===== src/rtl/odc_pkg.sv =====
// Shared definitions for the online (signed-digit) to two's-complement converter:
// digit encodings, FSM state type and the digit decode helper.
package odc_pkg;

  localparam logic [1:0] DIG_POS  = 2'b01;
  localparam logic [1:0] DIG_NEG  = 2'b10;
  localparam logic [1:0] DIG_ZERO = 2'b00;

  typedef enum logic [1:0] {
    IDLE,
    SKIP,
    CONV,
    HOLD
  } odc_state_e;

  // Both 2'b00 and 2'b11 encode a zero digit.
  function automatic logic signed [1:0] digit_decode(input logic [1:0] d);
    case (d)
      DIG_POS: return 2'sd1;
      DIG_NEG: return -2'sd1;
      default: return 2'sd0;
    endcase
  endfunction

endpackage


===== src/rtl/odc_otf_step.sv =====
// One on-the-fly conversion step: folds one signed digit into the Q/QM pair.
// QM always tracks Q minus one LSB, so a -1 digit never needs a borrow chain.
module odc_otf_step
  import odc_pkg::*;
#(
  parameter int W = 12
) (
  input  logic [W-1:0] q,
  input  logic [W-1:0] qm,
  input  logic [1:0]   digit,
  output logic [W-1:0] q_next,
  output logic [W-1:0] qm_next
);

  always_comb begin
    q_next  = q << 1;
    qm_next = (qm << 1) | W'(1);
    case (digit_decode(digit))
      2'sb01: begin
        q_next  = (q << 1) | W'(1);
        qm_next = q << 1;
      end
      2'sb11: begin
        q_next  = (qm << 1) | W'(1);
        qm_next = qm << 1;
      end
      default: ;
    endcase
  end

endmodule


===== src/rtl/online_digit_converter.sv =====
// MSD-first radix-2 signed-digit to two's-complement converter with delay-digit stripping.
// Define ODC_ZERO_CHECK_EN to flag non-zero delay digits through err.
module online_digit_converter
  import odc_pkg::*;
#(
  parameter int NDIG  = 11,
  parameter int DELTA = 2
) (
  input  logic          clk,
  input  logic          Reset,
  input  logic          din_valid,
  input  logic          din_first,
  input  logic [1:0]    din,
  output logic          din_ready,
  output logic [NDIG:0] dout,
  output logic          dout_valid,
  input  logic          dout_ready,
  output logic          err
);

  localparam int CMAX = (NDIG > DELTA) ? NDIG : DELTA;
  localparam int CW   = $clog2(CMAX + 1) + 1;

  odc_state_e    state, state_next;
  logic [CW-1:0] count, count_next, count_inc, step_index;
  logic [NDIG:0] q, qm, q_next, qm_next;
  logic [NDIG:0] step_q_in, step_qm_in, step_q, step_qm;
  logic [NDIG:0] dout_next;
  logic          dout_valid_next, err_next;
  logic          accept, do_step, step_from_init;

  assign din_ready = !Reset && (state != HOLD);
  assign accept    = din_valid && din_ready;
  assign count_inc = count + 1'b1;

  // A restart with DELTA==0 converts its digit from the initial Q/QM pair.
  assign step_q_in  = step_from_init ? '0 : q;
  assign step_qm_in = step_from_init ? '1 : qm;

  odc_otf_step #(.W(NDIG + 1)) u_step (
    .q       (step_q_in),
    .qm      (step_qm_in),
    .digit   (din),
    .q_next  (step_q),
    .qm_next (step_qm)
  );

`ifdef ODC_ZERO_CHECK_EN
  logic delay_digit;
  assign delay_digit = accept && (DELTA > 0) && (din_first || (state == SKIP));
`endif

  always_comb begin
    state_next      = state;
    count_next      = count;
    q_next          = q;
    qm_next         = qm;
    dout_next       = dout;
    dout_valid_next = dout_valid;
    err_next        = err;
    do_step         = 1'b0;
    step_from_init  = 1'b0;
    step_index      = count_inc;

    if (accept) begin
      if (din_first) begin
        // A first digit always opens a new word; mid-word it also aborts the old one.
        if (state != IDLE) err_next = 1'b1;
        q_next  = '0;
        qm_next = '1;
        if (DELTA == 0) begin
          do_step        = 1'b1;
          step_from_init = 1'b1;
          step_index     = CW'(1);
        end else if (DELTA == 1) begin
          state_next = CONV;
          count_next = '0;
        end else begin
          state_next = SKIP;
          count_next = CW'(1);
        end
      end else begin
        case (state)
          IDLE: err_next = 1'b1;
          SKIP: begin
            if (count_inc == CW'(DELTA)) begin
              state_next = CONV;
              count_next = '0;
            end else begin
              count_next = count_inc;
            end
          end
          CONV:    do_step = 1'b1;
          default: ;
        endcase
      end
    end

    if (do_step) begin
      q_next     = step_q;
      qm_next    = step_qm;
      count_next = step_index;
      state_next = CONV;
      if (step_index == CW'(NDIG)) begin
        dout_next       = step_q;
        dout_valid_next = 1'b1;
        q_next          = '0;
        qm_next         = '1;
        count_next      = '0;
        state_next      = HOLD;
      end
    end

`ifdef ODC_ZERO_CHECK_EN
    if (delay_digit && (digit_decode(din) != 2'sd0)) err_next = 1'b1;
`endif

    if ((state == HOLD) && dout_valid && dout_ready) begin
      dout_valid_next = 1'b0;
      state_next      = IDLE;
    end
  end

  always_ff @(posedge clk) begin
    if (Reset) begin
      state      <= IDLE;
      count      <= '0;
      q          <= '0;
      qm         <= '1;
      dout       <= '0;
      dout_valid <= 1'b0;
      err        <= 1'b0;
    end else begin
      state      <= state_next;
      count      <= count_next;
      q          <= q_next;
      qm         <= qm_next;
      dout       <= dout_next;
      dout_valid <= dout_valid_next;
      err        <= err_next;
    end
  end

endmodule


===== config.mk =====
export PLATFORM = sky130hd
export DESIGN_NAME = online_digit_converter
export DESIGN_NICKNAME = d
export VERILOG_FILES = /design/src/rtl/odc_pkg.sv /design/src/rtl/odc_otf_step.sv /design/src/rtl/online_digit_converter.sv
export SDC_FILE = /design/constraint.sdc
export NUM_CORES = 1
export LEC_CHECK = 0
export CELL_PAD_IN_SITES_DETAIL_PLACEMENT = 0
export CELL_PAD_IN_SITES_GLOBAL_PLACEMENT = 1
export CORE_MARGIN = 10
export CORE_UTILIZATION = 30
export DETAILED_ROUTE_END_ITERATION = 8
export PLACE_DENSITY_LB_ADDON = 0.1
export SETUP_SLACK_MARGIN = 0.15
export SLEW_MARGIN = 10
export SYNTH_ARGS = -nofsm -noshare
export SYNTH_HDL_FRONTEND = slang
export SYNTH_SLANG_ARGS = --single-unit

===== constraint.sdc =====
create_clock -name clk -period 2.1 [get_ports clk]
set_clock_uncertainty 0.05 [all_clocks]
set_input_delay 0.42 -clock clk [delete_from_list [all_inputs] [get_ports clk]]
set_output_delay 0.42 -clock clk [all_outputs]
set_load 0.01 [all_outputs]

==> insert_results.sql, run 1 <==
INSERT INTO impl_metrics (metric_group, metric, value, unit) VALUES
('finish', 'syn2layout_area_growth', '28.53', '%'),
('logic_synthesis', 'synth_top_family_by_area', 'compound AO/OA/AOI/OAI gates', ''),
('cts', 'bufs_on_longest_clock_path', '2', ''),
('routing', 'detailedRoute.firstPassIterationCount', '4', ''),
('floorplanning', 'io-pin-count', '22', ''),
('cts', 'cts.repair_timing.setup_buffer_count', '0', ''),
('cts', 'tritoncts', 'built', ''),
('cts', 'insertion_delay', '0.29', 'ns'),
('finish', 'finalCoreUtilization', '39.85', '%'),
('sta', 'total_of_endpoints_with_negative_setup_slack_in_the_final_report', '0', ''),
('worst_setup_path', 'critPathKind', 'in -> reg', ''),
('sta', 'tightestPinTransition', '0.5306', 'ns'),
('logic_synthesis', 'count_of_flip_flops_with_a_built_in_enable_after_synthesis', '0', ''),
('sta', 'final_hold_fails', '0', ''),
('worst_setup_path', 'critPathMaxStageDelay', '0.47', 'ns'),
('logic_synthesis', 'most_instantiated_flip_flop_cell_in_the_synthesis_netlist', 'dfxtp_1', ''),
('global_route', 'grt_remaining_overflow', '0', ''),
('logic_synthesis', 'syn_area_per_cell', '8.717', 'sq um'),
('logic_synthesis', 'postSynthNetCount', '255', ''),
('worst_setup_path', 'cp_data_arrival_time', '2.01', 'ns'),
('finish', 'drive_gt1_share', '23.10', '%'),
('global_route', 'grt_antenna_before_repair', '0', ''),
('logic_synthesis', 'syn-cell-area', '2118', 'sq um'),
('routing', 'final_antenna_net_count', '0', ''),
('worst_setup_path', 'cp_slowest_cell', 'clkdlybuf4s50_1', ''),
('routing', 'wl_per_cell', '15.37', 'um'),
('logic_synthesis', 'synth.largest_area_cell', 'dfxtp_1', ''),
('outcome', 'outcome', 'completed', ''),
('cts', 'clk_transition_reported_paths', '0.09', 'ns'),
('finish', 'diodes', '0', ''),
('floorplanning', 'die_h', '104.0', 'um'),
('worst_setup_path', 'crit_fanout', '10', ''),
('cts', 'ctsHtreeMaxLevel', '2', ''),
('global_route', 'number_of_global_route_vias_before_repair', '1894', ''),
('floorplanning', 'standard_cell_rows', '30', ''),
('sta', 'layout_worst_path_cycle_share', '89.36', '%'),
('cts', 'tritoncts.num_buffers', '5', ''),
('sta', 'clock.fmax', '532.9', 'MHz'),
('logic_synthesis', 'simple_logic_cell_fraction_of_the_synthesized_area', '18.61', '%'),
('placed_design', 'place.detailed.hpwl', '4013', 'um'),
('worst_setup_path', 'critical_path_rt', '2.23', 'ns'),
('logic_synthesis', 'synth_largest_type_area_fraction', '40.64', '%'),
('worst_setup_path', 'crit_path_cell_trace', 'clkdlybuf4s50_1 > inv_1 > ha_1 > or2_4 > a221oi_1 > o21bai_1', ''),
('cts', 'clk_root_buffer_cell', 'clkbuf_8', ''),
('floorplanning', 'die_w', '104.0', 'um'),
('floorplanning', 'initial_utilization', '31.01', '%'),
('logic_synthesis', 'synth_compound_gate_area_share', '25.58', '%'),
('power', 'p_per_area', '567.8', 'nW/um^2'),
('logic_synthesis', 'ys_async_sr_fraction', '0', '%'),
('power', 'leakagePower', '0.9982', 'nW'),
('logic_synthesis', 'synth_warnings', '0', ''),
('floorplanning', 'area_inside_the_core_boundary', '6832', 'sq um'),
('cts', 'clock_sink_count', '43', ''),
('placed_design', 'dpl_worst_slack', '-0.2841', 'ns'),
('global_route', 'grt_total_usage', '10.54', '%'),
('flow_run', 'cap_viol_max_count', '0', ''),
('sta', 'slew_violations', '0', ''),
('worst_setup_path', 'worstPathBufferInverterCount', '2', ''),
('worst_setup_path', 'worstSetupEndpointType', 'flop', ''),
('cts', 'hold_buffers', '0', ''),
('logic_synthesis', 'postSynthCellCount', '243', ''),
('logic_synthesis', 'synth_adder_area_share', '2.953', '%'),
('logic_synthesis', 'yosys.area_share.xor_xnor', '0.4135', '%'),
('routing', 'postRouteWirelength', '5734', 'um'),
('sta', 'rsz0062_at_grt', 'yes', ''),
('placed_design', 'placed_cell_area', '2574', 'sq um'),
('worst_hold_path', 'holdCritPathClass', 'reg -> reg', ''),
('global_route', 'maximum_number_of_pins_on_one_net_before_global_route_repair', '37', ''),
('logic_synthesis', 'synth-seq-cells', '43', ''),
('routing', 'route.vias.total', '1868', ''),
('power', 'vdd_ir_drop_max', '281.7', 'uV');
## logic make-up after synthesis
kind of cell | count (synthesis)
AND/OR/NAND/NOR | 79
AO/OA/AOI/OAI | 77
buffers and inverters | 26
adder cells (fa/ha/maj) | 5
XOR/XNOR | 1
flip-flops | 43
multiplexers | 12
## through the flow
step	setup TNS, ns	hold WS, ns	instances	power [mW]
2_1_floorplan	0	0.4134	243	0.9220
3_3_place_gp	-3.512	0.4094	365	0.9818
3_5_place_dp	-3.959	0.4162	365	0.9811
4_1_cts	0	0.4401	373	1.572
5_1_grt	0	0.4621	373	1.616
6_report	0	0.4429	373	1.546
## what timing repair did
action	in CTS	in global routing
pin swaps	1	0
cloned	0	0
setup endpoints to repair	27	19
resized for setup	12	10
## worst paths after layout
check | startpoint | end | slack [ns] | cells after the start
hold / removal | err | err | 0.44 | 2
setup / recovery | din[0] | qm[9] | 0.22 | 6
setup reg to reg | state[0] | count[3] | 0.25 | 5
hold reg to reg | err | err | 0.44 | 2
## metal layers
metal  track usage, %  wire length [um]  part of all wire (%)
met1            13.59              2872                    50
met2            17.25              2668                    47
met3            2.354               148                   2.6
met4            2.684                45                  0.78
met5                0                 0                     0
## worst reg2reg max path, stage by stage, from the launching register on
cell,delay [ns]
dfxtp_1,0.39
and2_4,0.17
or3_4,0.39
or3_1,0.36
a221o_1,0.30
a21oi_1,0.13
## synthesized netlist by cell type (2+ instances only)
cell type / instances
a211oi_1: 2
a21boi_0: 2
a21oi_1: 20
a221oi_1: 10
a22oi_1: 11
a31oi_1: 2
and3_1: 2
buf_2: 4
buf_6: 2
clkbuf_1: 15
dfxtp_1: 43
ha_1: 5
inv_1: 4
mux2_2: 10
mux2i_1: 2
nand2_1: 6
nand2b_1: 3
nand3_1: 4
nor2_1: 29
nor2b_1: 2
nor3_1: 22
o21a_1: 3
o21ai_0: 6
o21bai_1: 10
## cell usage in the layout (no fill, tap or decap), types with 2 or more instances in the layout
cell / count
a211oi_1: 2
a22oi_1: 11
mux2i_1: 2
buf_12: 2
dfxtp_2: 2
mux2_2: 10
inv_1: 4
nand2_1: 6
o21ai_0: 5
a21oi_1: 19
dlygate4sd2_1: 4
o21a_1: 3
nor3_1: 22
nor2b_2: 2
clkbuf_8: 6
dfxtp_1: 39
clkdlybuf4s50_1: 17
o21bai_1: 10
a21boi_0: 2
ha_1: 4
a221oi_2: 2
nand2b_1: 2
nor2_1: 29
buf_4: 25
nand3_1: 4
a221oi_1: 8
a31oi_1: 2
dfxtp_4: 2
## layout make-up
cell class,instances,area [sq um]
clock buffers,6,82.58
clock inverters,2,16.27
fillers,741,4109
inverters,4,15.01
multi-input cells,174,1185
flip-flops and latches,43,870.8
well taps,96,120.1
repair buffers,48,432.9
## power by group
part / switching, mW / internal, mW
clock network: 0.314 / 0.269
registers: 0.00544 / 0.817
logic: 0.0744 / 0.0662
## registers in the layout (all words and copies together) (netlist names)
register	cells
qm	11
count	5
err	1
state	2
dout_valid	1
dout	12
q	11
Note: power is estimated with default switching activity, not from simulation.
==> run 2, diff against run 1 <==
--- a/config.mk
+++ b/config.mk
@@ -9,6 +9,7 @@
 export CELL_PAD_IN_SITES_GLOBAL_PLACEMENT = 1
 export CORE_MARGIN = 10
 export CORE_UTILIZATION = 30
+export CTS_CLUSTER_SIZE = 16
 export DETAILED_ROUTE_END_ITERATION = 8
 export PLACE_DENSITY_LB_ADDON = 0.1
 export SETUP_SLACK_MARGIN = 0.15
==> constraint.sdc (replaced) <==
create_clock -name clk -period 1.9 [get_ports clk]
set_clock_uncertainty 0.05 [all_clocks]
set_input_delay 0.38 -clock clk [delete_from_list [all_inputs] [get_ports clk]]
set_output_delay 0.38 -clock clk [all_outputs]
set_load 0.01 [all_outputs]
==> run 2 against run 1 <==
Compared with the run above: count of clock-buffer cells in the layout stayed put; sequential power is 10% higher; sequential share of layout area is 2.5 points lower; wire length is 2.1% higher; non-clock buffer count is 13 higher; worst setup slack worse by 0.084 ns; cell area is 9.3% higher; utilization is 3.7 points higher; die area stayed put; first-iteration DRC count is 21% lower; cell count is 3.8% higher; combinational power is 35% higher.
==> insert_results.sql, run 2 (synthesis results as in run 1) <==
INSERT INTO impl_metrics (metric_group, metric, value, unit) VALUES
('outcome', 'outcome', 'completed', ''),
('placed_design', 'buffer_ports.inserted', '21', ''),
('worst_setup_path', 'critPathKind', 'reg -> reg', ''),
('cts', 'tritoncts', 'built', ''),
('cts', 'insertion_delay', '0.30', 'ns'),
('worst_setup_path', 'worstSetupEndpointType', 'flop', ''),
('power', 'p_per_area', '585.6', 'nW/um^2'),
('placed_design', 'place.detailed.hpwl', '4064', 'um'),
('routing', 'detailedRoute.firstPassIterationCount', '4', ''),
('finish', 'finish.net_count', '302', ''),
('finish', 'mostFrequentLayoutCell', 'dfxtp_1', ''),
('floorplanning', 'io-pin-count', '22', ''),
('finish', 'diodes', '0', ''),
('worst_hold_path', 'holdCritPathClass', 'reg -> reg', ''),
('worst_setup_path', 'critical_path.startpoint_type', 'flop', ''),
('cts', 'hold_buffers', '0', ''),
('sta', 'clock.fmax', '567.9', 'MHz'),
('floorplanning', 'standard_cell_rows', '30', ''),
('sta', 'timing.hold.ws', '0.4444', 'ns'),
('cts', 'tritoncts.num_buffers', '5', ''),
('sta', 'tightestPinTransition', '0.3603', 'ns'),
('routing', 'route.vias.total', '1949', ''),
('sta', 'total_of_endpoints_with_negative_setup_slack_in_the_final_report', '0', ''),
('floorplanning', 'die_w', '104.0', 'um'),
('global_route', 'grt_remaining_overflow', '0', ''),
('sta', 'final_hold_fails', '0', ''),
('finish', 'layout.area.seq', '875.8', 'sq um'),
('cts', 'clk_root_buffer_cell', 'clkbuf_8', ''),
('finish', 'syn2layout_area_growth', '40.46', '%'),
('routing', 'drc_violation_total_after_the_first_tritonroute_iteration', '60', ''),
('power', 'leakagePower', '1.097', 'nW'),
('global_route', 'maximum_number_of_pins_on_one_net_before_global_route_repair', '34', ''),
('finish', 'drive_gt1_share', '33.33', '%'),
('finish', 'filler_cell_count', '728', ''),
('sta', 'rsz0062_at_grt', 'yes', ''),
('cts', 'ctsHtreeMaxLevel', '2', ''),
('finish', 'multi_input_area', '1326', 'sq um'),
('floorplanning', 'initial_utilization', '31.01', '%'),
('worst_setup_path', 'critical_path_rt', '2.09', 'ns'),
('placed_design', 'gpl.final_weighted_congestion', '0.7540', ''),
('placed_design', 'post-place-cells', '371', ''),
('cts', 'clk_transition_reported_paths', '0.09', 'ns'),
('routing', 'wl_per_cell', '15.13', 'um'),
('worst_setup_path', 'cp_data_arrival_time', '1.95', 'ns'),
('sta', 'worst_slew_margin_rel', '75.98', '%'),
('sta', 'layout_worst_path_cycle_share', '92.68', '%'),
('cts', 'clock_sink_count', '43', ''),
('finish', 'largest_reg_flops', '12', ''),
('routing', 'final_antenna_net_count', '0', ''),
('finish', 'largest_registers', 'dout x12, q x11, qm x11', ''),
('cts', 'bufs_on_longest_clock_path', '2', ''),
('global_route', 'grt_antenna_before_repair', '0', ''),
('floorplanning', 'area_inside_the_core_boundary', '6832', 'sq um'),
('routing', 'postRouteWirelength', '5855', 'um'),
('sta', 'slew_violations', '0', ''),
('floorplanning', 'design.die.area', '10820', 'sq um'),
('routing', 'drcViolationCount', '0', ''),
('power', 'vdd_ir_drop_max', '329.6', 'uV'),
('finish', 'commonest_non_fill_non_tap_cells_in_the_layout', 'dfxtp_1 (37), buf_4 (35), nor2_1 (28)', ''),
('global_route', 'grt_total_usage', '10.50', '%'),
('sta', 'finalCriticalPeriod', '1.761', 'ns'),
('global_route', 'number_of_global_route_vias_before_repair', '1904', ''),
('finish', 'post_layout_nonfiller_instances', '387', ''),
('floorplanning', 'die_h', '104.0', 'um'),
('finish', 'top_register', 'dout', ''),
('power', 'p_total', '1.742', 'mW'),
('global_route', 'grt_pass1_wl', '9597', 'um'),
('worst_setup_path', 'crit_fanout', '4', ''),
('routing', 'post_drt_via_cell_ratio', '5.036', ''),
('flow_run', 'cap_viol_max_count', '0', '');
==> run 2: cell count changes in the layout (fill, tap and decap cells not counted), sizes merged <==
| cell | previous run | this run |
|---|---|---|
| buf | 27 | 40 |
| or2 | 1 | 2 |
| inv | 4 | 5 |
| clkinvlp | 1 | 0 |
==> run 2: final timing paths <==
kind / from / end / slack (ns) / cells past startpoint
max: state[0] / count[3] / 0.14 / 5
min: err / err / 0.44 / 2
max reg2reg: state[0] / count[3] / 0.14 / 5
min reg2reg: err / err / 0.44 / 2
==> run 2: cell type report <==
type | instances | share of cell area [%]
sequential | 43 | 29.44
tap | 96 | 4.037
clock inverter | 2 | 0.4626
multi-input combinational | 175 | 44.58
timing repair buffer | 61 | 18.21
clock buffer | 6 | 2.775
inverter | 4 | 0.5046
==> run 2: per-stage QoR <==
step | cell area (sq um) | TNS [ns] | worst slack [ns] | util [%]
after detailed placement | 2645 | -10.79 | -0.4474 | 38.72
after CTS | 2815 | 0 | 0.1290 | 41.21
after global placement | 2645 | -12.06 | -0.3857 | 38.72
after floorplan | 2165 | 0 | 0.07559 | -
after global routing | 2975 | 0 | 0.07366 | 43.55
final | 2975 | 0 | 0.1390 | 43.55
==> run 2: where the power goes <==
group	switching, mW	internal [mW]
registers	0.00419	0.902
clock network	0.347	0.298
logic	0.0982	0.0932
total	0.449	1.29
==> run 2: what timing repair did <==
action	4_1_cts	5_1_grt
buffers inserted	4	3
hold endpoints to repair	0	0
resized for setup	16	30
pin swaps	3	9
setup endpoints to repair	43	33
cloned	1	0
==> run 2: layer usage <==
layer / up-vias / track usage (%) / wire [um]
met2: 21 / 17.21 / 2801
met5: - / 0 / 0
met1: 930 / 13.14 / 2808
li1: 991 / - / -
met3: 7 / 2.788 / 183
met4: 0 / 2.982 / 61
==> run 2: critical path, cell delays in order, from the launching register on <==
cell and delay [ns]:
dfxtp_4 0.37, and2_4 0.14, or3_4 0.39, or3_1 0.32, a221o_1 0.31, a21oi_2 0.11
==> run 3, diff against run 2 <==
--- a/config.mk
+++ b/config.mk
@@ -5,14 +5,10 @@
 export SDC_FILE = /design/constraint.sdc
 export NUM_CORES = 1
 export LEC_CHECK = 0
-export CELL_PAD_IN_SITES_DETAIL_PLACEMENT = 0
-export CELL_PAD_IN_SITES_GLOBAL_PLACEMENT = 1
 export CORE_MARGIN = 10
 export CORE_UTILIZATION = 30
 export CTS_CLUSTER_SIZE = 16
 export DETAILED_ROUTE_END_ITERATION = 8
-export PLACE_DENSITY_LB_ADDON = 0.1
-export SETUP_SLACK_MARGIN = 0.15
 export SLEW_MARGIN = 10
 export SYNTH_ARGS = -nofsm -noshare
 export SYNTH_HDL_FRONTEND = slang
==> run 3 against run 2 <==
Compared with the run above: first-iteration DRC count grew 73%; cell area decreased by 6.4%; sequential power is essentially flat; critical path depth rose by 1; critical endpoint is now count[0].
==> insert_results.sql, run 3 (synthesis results as in run 1) <==
INSERT INTO impl_metrics (metric_group, metric, value, unit) VALUES
('sta', 'worst_slew_margin_rel', '69.18', '%'),
('placed_design', 'placed_cell_area', '2634', 'sq um'),
('worst_setup_path', 'cp_data_arrival_time', '1.94', 'ns'),
('worst_setup_path', 'crit_start', 'count[1]', ''),
('cts', 'insertion_delay', '0.30', 'ns'),
('finish', 'largest_reg_flops', '12', ''),
('placed_design', 'dpl_worst_slack', '-0.4570', 'ns'),
('finish', 'layout.cell_area.non_filler', '2785', 'sq um'),
('worst_setup_path', 'worstPathBufferInverterCount', '1', ''),
('sta', 'finalCriticalPeriod', '1.830', 'ns'),
('floorplanning', 'die_w', '104.0', 'um'),
('cts', 'tritoncts', 'built', ''),
('worst_setup_path', 'critical_path_rt', '2.01', 'ns'),
('routing', 'detailedRoute.firstPassIterationCount', '4', ''),
('routing', 'maxUsedRoutingLayer', 'met4', ''),
('worst_setup_path', 'critPathMaxStageDelay', '0.34', 'ns'),
('sta', 'layout_worst_path_cycle_share', '96.33', '%'),
('cts', 'clk_root_buffer_cell', 'clkbuf_8', ''),
('placed_design', 'buffer_ports.inserted', '21', ''),
('placed_design', 'post-place-cells', '373', ''),
('sta', 'slew_violations', '0', ''),
('floorplanning', 'standard_cell_rows', '30', ''),
('sta', 'rsz0062_at_grt', 'yes', ''),
('worst_hold_path', 'hold_path.startpoint', 'err', ''),
('outcome', 'outcome', 'completed', ''),
('sta', 'tightestPinTransition', '0.4603', 'ns'),
('finish', 'finish.net_count', '296', ''),
('worst_setup_path', 'worst_path_dominant_cell_family', 'compound AO/OA/AOI/OAI gates', ''),
('routing', 'detail_route.wirelength.met1', '2647', 'um'),
('global_route', 'grt_antenna_before_repair', '0', ''),
('worst_hold_path', 'hold_end', 'err', ''),
('routing', 'routed-wl-met2', '2581', 'um'),
('placed_design', 'place.detailed.hpwl', '3865', 'um'),
('floorplanning', 'design.die.area', '10820', 'sq um'),
('power', 'power.share.clock', '37.0', '%'),
('power', 'intPower', '1.280', 'mW'),
('routing', 'detailed_routed_wire_length_on_met3', '160', 'um'),
('global_route', 'grt_pass1_wl', '9094', 'um'),
('finish', 'commonest_non_fill_non_tap_cells_in_the_layout', 'dfxtp_1 (42), buf_4 (32), nor2_1 (29)', ''),
('flow_run', 'cap_viol_max_count', '0', ''),
('floorplanning', 'initial_utilization', '31.01', '%'),
('worst_setup_path', 'reg2reg_to', 'count[0]', ''),
('sta', 'final_hold_fails', '0', ''),
('worst_hold_path', 'holdCritPathClass', 'reg -> reg', ''),
('routing', 'postRouteWirelength', '5425', 'um'),
('power', 'share_seq_of_total_power', '53.5', '%'),
('routing', 'final_antenna_net_count', '0', ''),
('floorplanning', 'die_h', '104.0', 'um'),
('sta', 'clock.fmax', '546.4', 'MHz'),
('power', 'vdd_ir_drop_max', '469.7', 'uV'),
('routing', 'drcViolationCount', '0', ''),
('sta', 'total_of_endpoints_with_negative_setup_slack_in_the_final_report', '0', ''),
('sta', 'timing.hold.ws', '0.4211', 'ns'),
('floorplanning', 'io-pin-count', '22', ''),
('power', 'switchingPower', '0.4187', 'mW'),
('worst_setup_path', 'worst_r2r_startpoint', 'count[1]', ''),
('cts', 'tritoncts.num_buffers', '5', ''),
('cts', 'clk_transition_reported_paths', '0.09', 'ns'),
('routing', 'drc_violation_total_after_the_first_tritonroute_iteration', '104', ''),
('cts', 'bufs_on_longest_clock_path', '2', ''),
('finish', 'finalCoreUtilization', '40.77', '%'),
('cts', 'cts.repair_timing.setup_buffer_count', '0', ''),
('power', 'switching_share', '24.65', '%'),
('power', 'p_per_area', '609.8', 'nW/um^2'),
('finish', 'drive_gt1_share', '23.86', '%'),
('global_route', 'grt_remaining_overflow', '0', ''),
('worst_setup_path', 'critical_path.startpoint_type', 'flop', ''),
('finish', 'syn2layout_area_growth', '31.48', '%'),
('power', 'proportion_of_power_drawn_by_combinational_gates', '9.4', '%'),
('global_route', 'number_of_global_route_vias_before_repair', '1848', ''),
('finish', 'filler_cell_count', '720', ''),
('cts', 'clock_sink_count', '43', ''),
('power', 'leakagePower', '1.040', 'nW'),
('worst_hold_path', 'worst_hold_path.num_cells', '2', ''),
('sta', 'layout_setup_ws', '0.06975', 'ns'),
('worst_setup_path', 'critPathKind', 'reg -> reg', ''),
('worst_setup_path', 'reg2reg_depth', '6', ''),
('finish', 'top_register', 'dout', ''),
('worst_setup_path', 'crit_path_cell_trace', 'buf_4 > ha_1 > and3_1 > a21oi_2 > nor2_1 > a2111oi_0', ''),
('routing', 'route.vias.total', '1903', ''),
('worst_setup_path', 'crit_fanout', '7', ''),
('finish', 'post_layout_nonfiller_instances', '381', ''),
('finish', 'largest_registers', 'dout x12, q x11, qm x11', ''),
('floorplanning', 'area_inside_the_core_boundary', '6832', 'sq um'),
('routing', 'post_drt_via_cell_ratio', '4.995', ''),
('placed_design', 'gpl.final_weighted_congestion', '0.8217', ''),
('global_route', 'grt_total_usage', '9.844', '%'),
('routing', 'wl_per_cell', '14.24', 'um'),
('finish', 'diodes', '0', ''),
('finish', 'mostFrequentLayoutCell', 'dfxtp_1', ''),
('worst_setup_path', 'cp_slowest_cell', 'dfxtp_1', ''),
('worst_setup_path', 'worstSetupEndpointType', 'flop', ''),
('cts', 'ctsHtreeMaxLevel', '2', ''),
('worst_setup_path', 'flop2flop_setup_slack', '0.07', 'ns'),
('global_route', 'maximum_number_of_pins_on_one_net_before_global_route_repair', '34', '');
[run 3: layout make-up]
class                   count  area [sq um]  share of cell area (%)
repair buffers             56         496.7                   17.83
flip-flops and latches     43         862.1                   30.95
multi-input cells         174          1192                   42.81
well taps                  96         120.1                   4.313
clock inverters             2         16.27                  0.5840
inverters                   4         15.01                  0.5391
clock buffers               6         82.58                   2.965
[run 3: metal layers]
metal,vias up,track usage (%)
met5,-,0
met4,0,2.386
met3,4,2.416
met2,21,16.44
met1,899,12.34
li1,979,-
[run 3: power groups by stage]
| stage | Clock (mW) | Sequential (mW) | Combinational, mW |
|---|---|---|---|
| global route | 0.682 | 0.910 | 0.176 |
| detailed placement | 0 | 0.929 | 0.157 |
| global placement | 0 | 0.929 | 0.157 |
| CTS | 0.652 | 0.908 | 0.160 |
| floorplan | 0 | 0.931 | 0.0881 |
| finish | 0.629 | 0.909 | 0.160 |
[run 3: worst register-to-register path: stages (launching register included)]
cell	delay (ns)
dfxtp_1	0.34
buf_4	0.17
ha_1	0.22
and3_1	0.23
a21oi_2	0.24
nor2_1	0.12
a2111oi_0	0.33
[run 3: worst max path at each step]
stage	cells past startpoint	slack [ns]	end
2_1_floorplan	6	0.002	count[2]
6_report	6	0.07	count[0]
4_1_cts	8	0.05	state[0]
5_1_grt	6	-0.008	qm[10]
3_3_place_gp	8	-0.42	qm[8]
3_5_place_dp	8	-0.46	qm[5]
[run 3: through the flow]
step,total power [mW],setup TNS (ns)
6_report,1.699,0
5_1_grt,1.767,-0.009533
4_1_cts,1.720,0
3_5_place_dp,1.087,-11.93
3_3_place_gp,1.086,-10.14
2_1_floorplan,1.019,0
[run 3: what timing repair did]
item                       CTS  global route
hold buffers                 0             0
pin swaps                    3             4
setup endpoints to repair   19            20
resized for setup           10             9
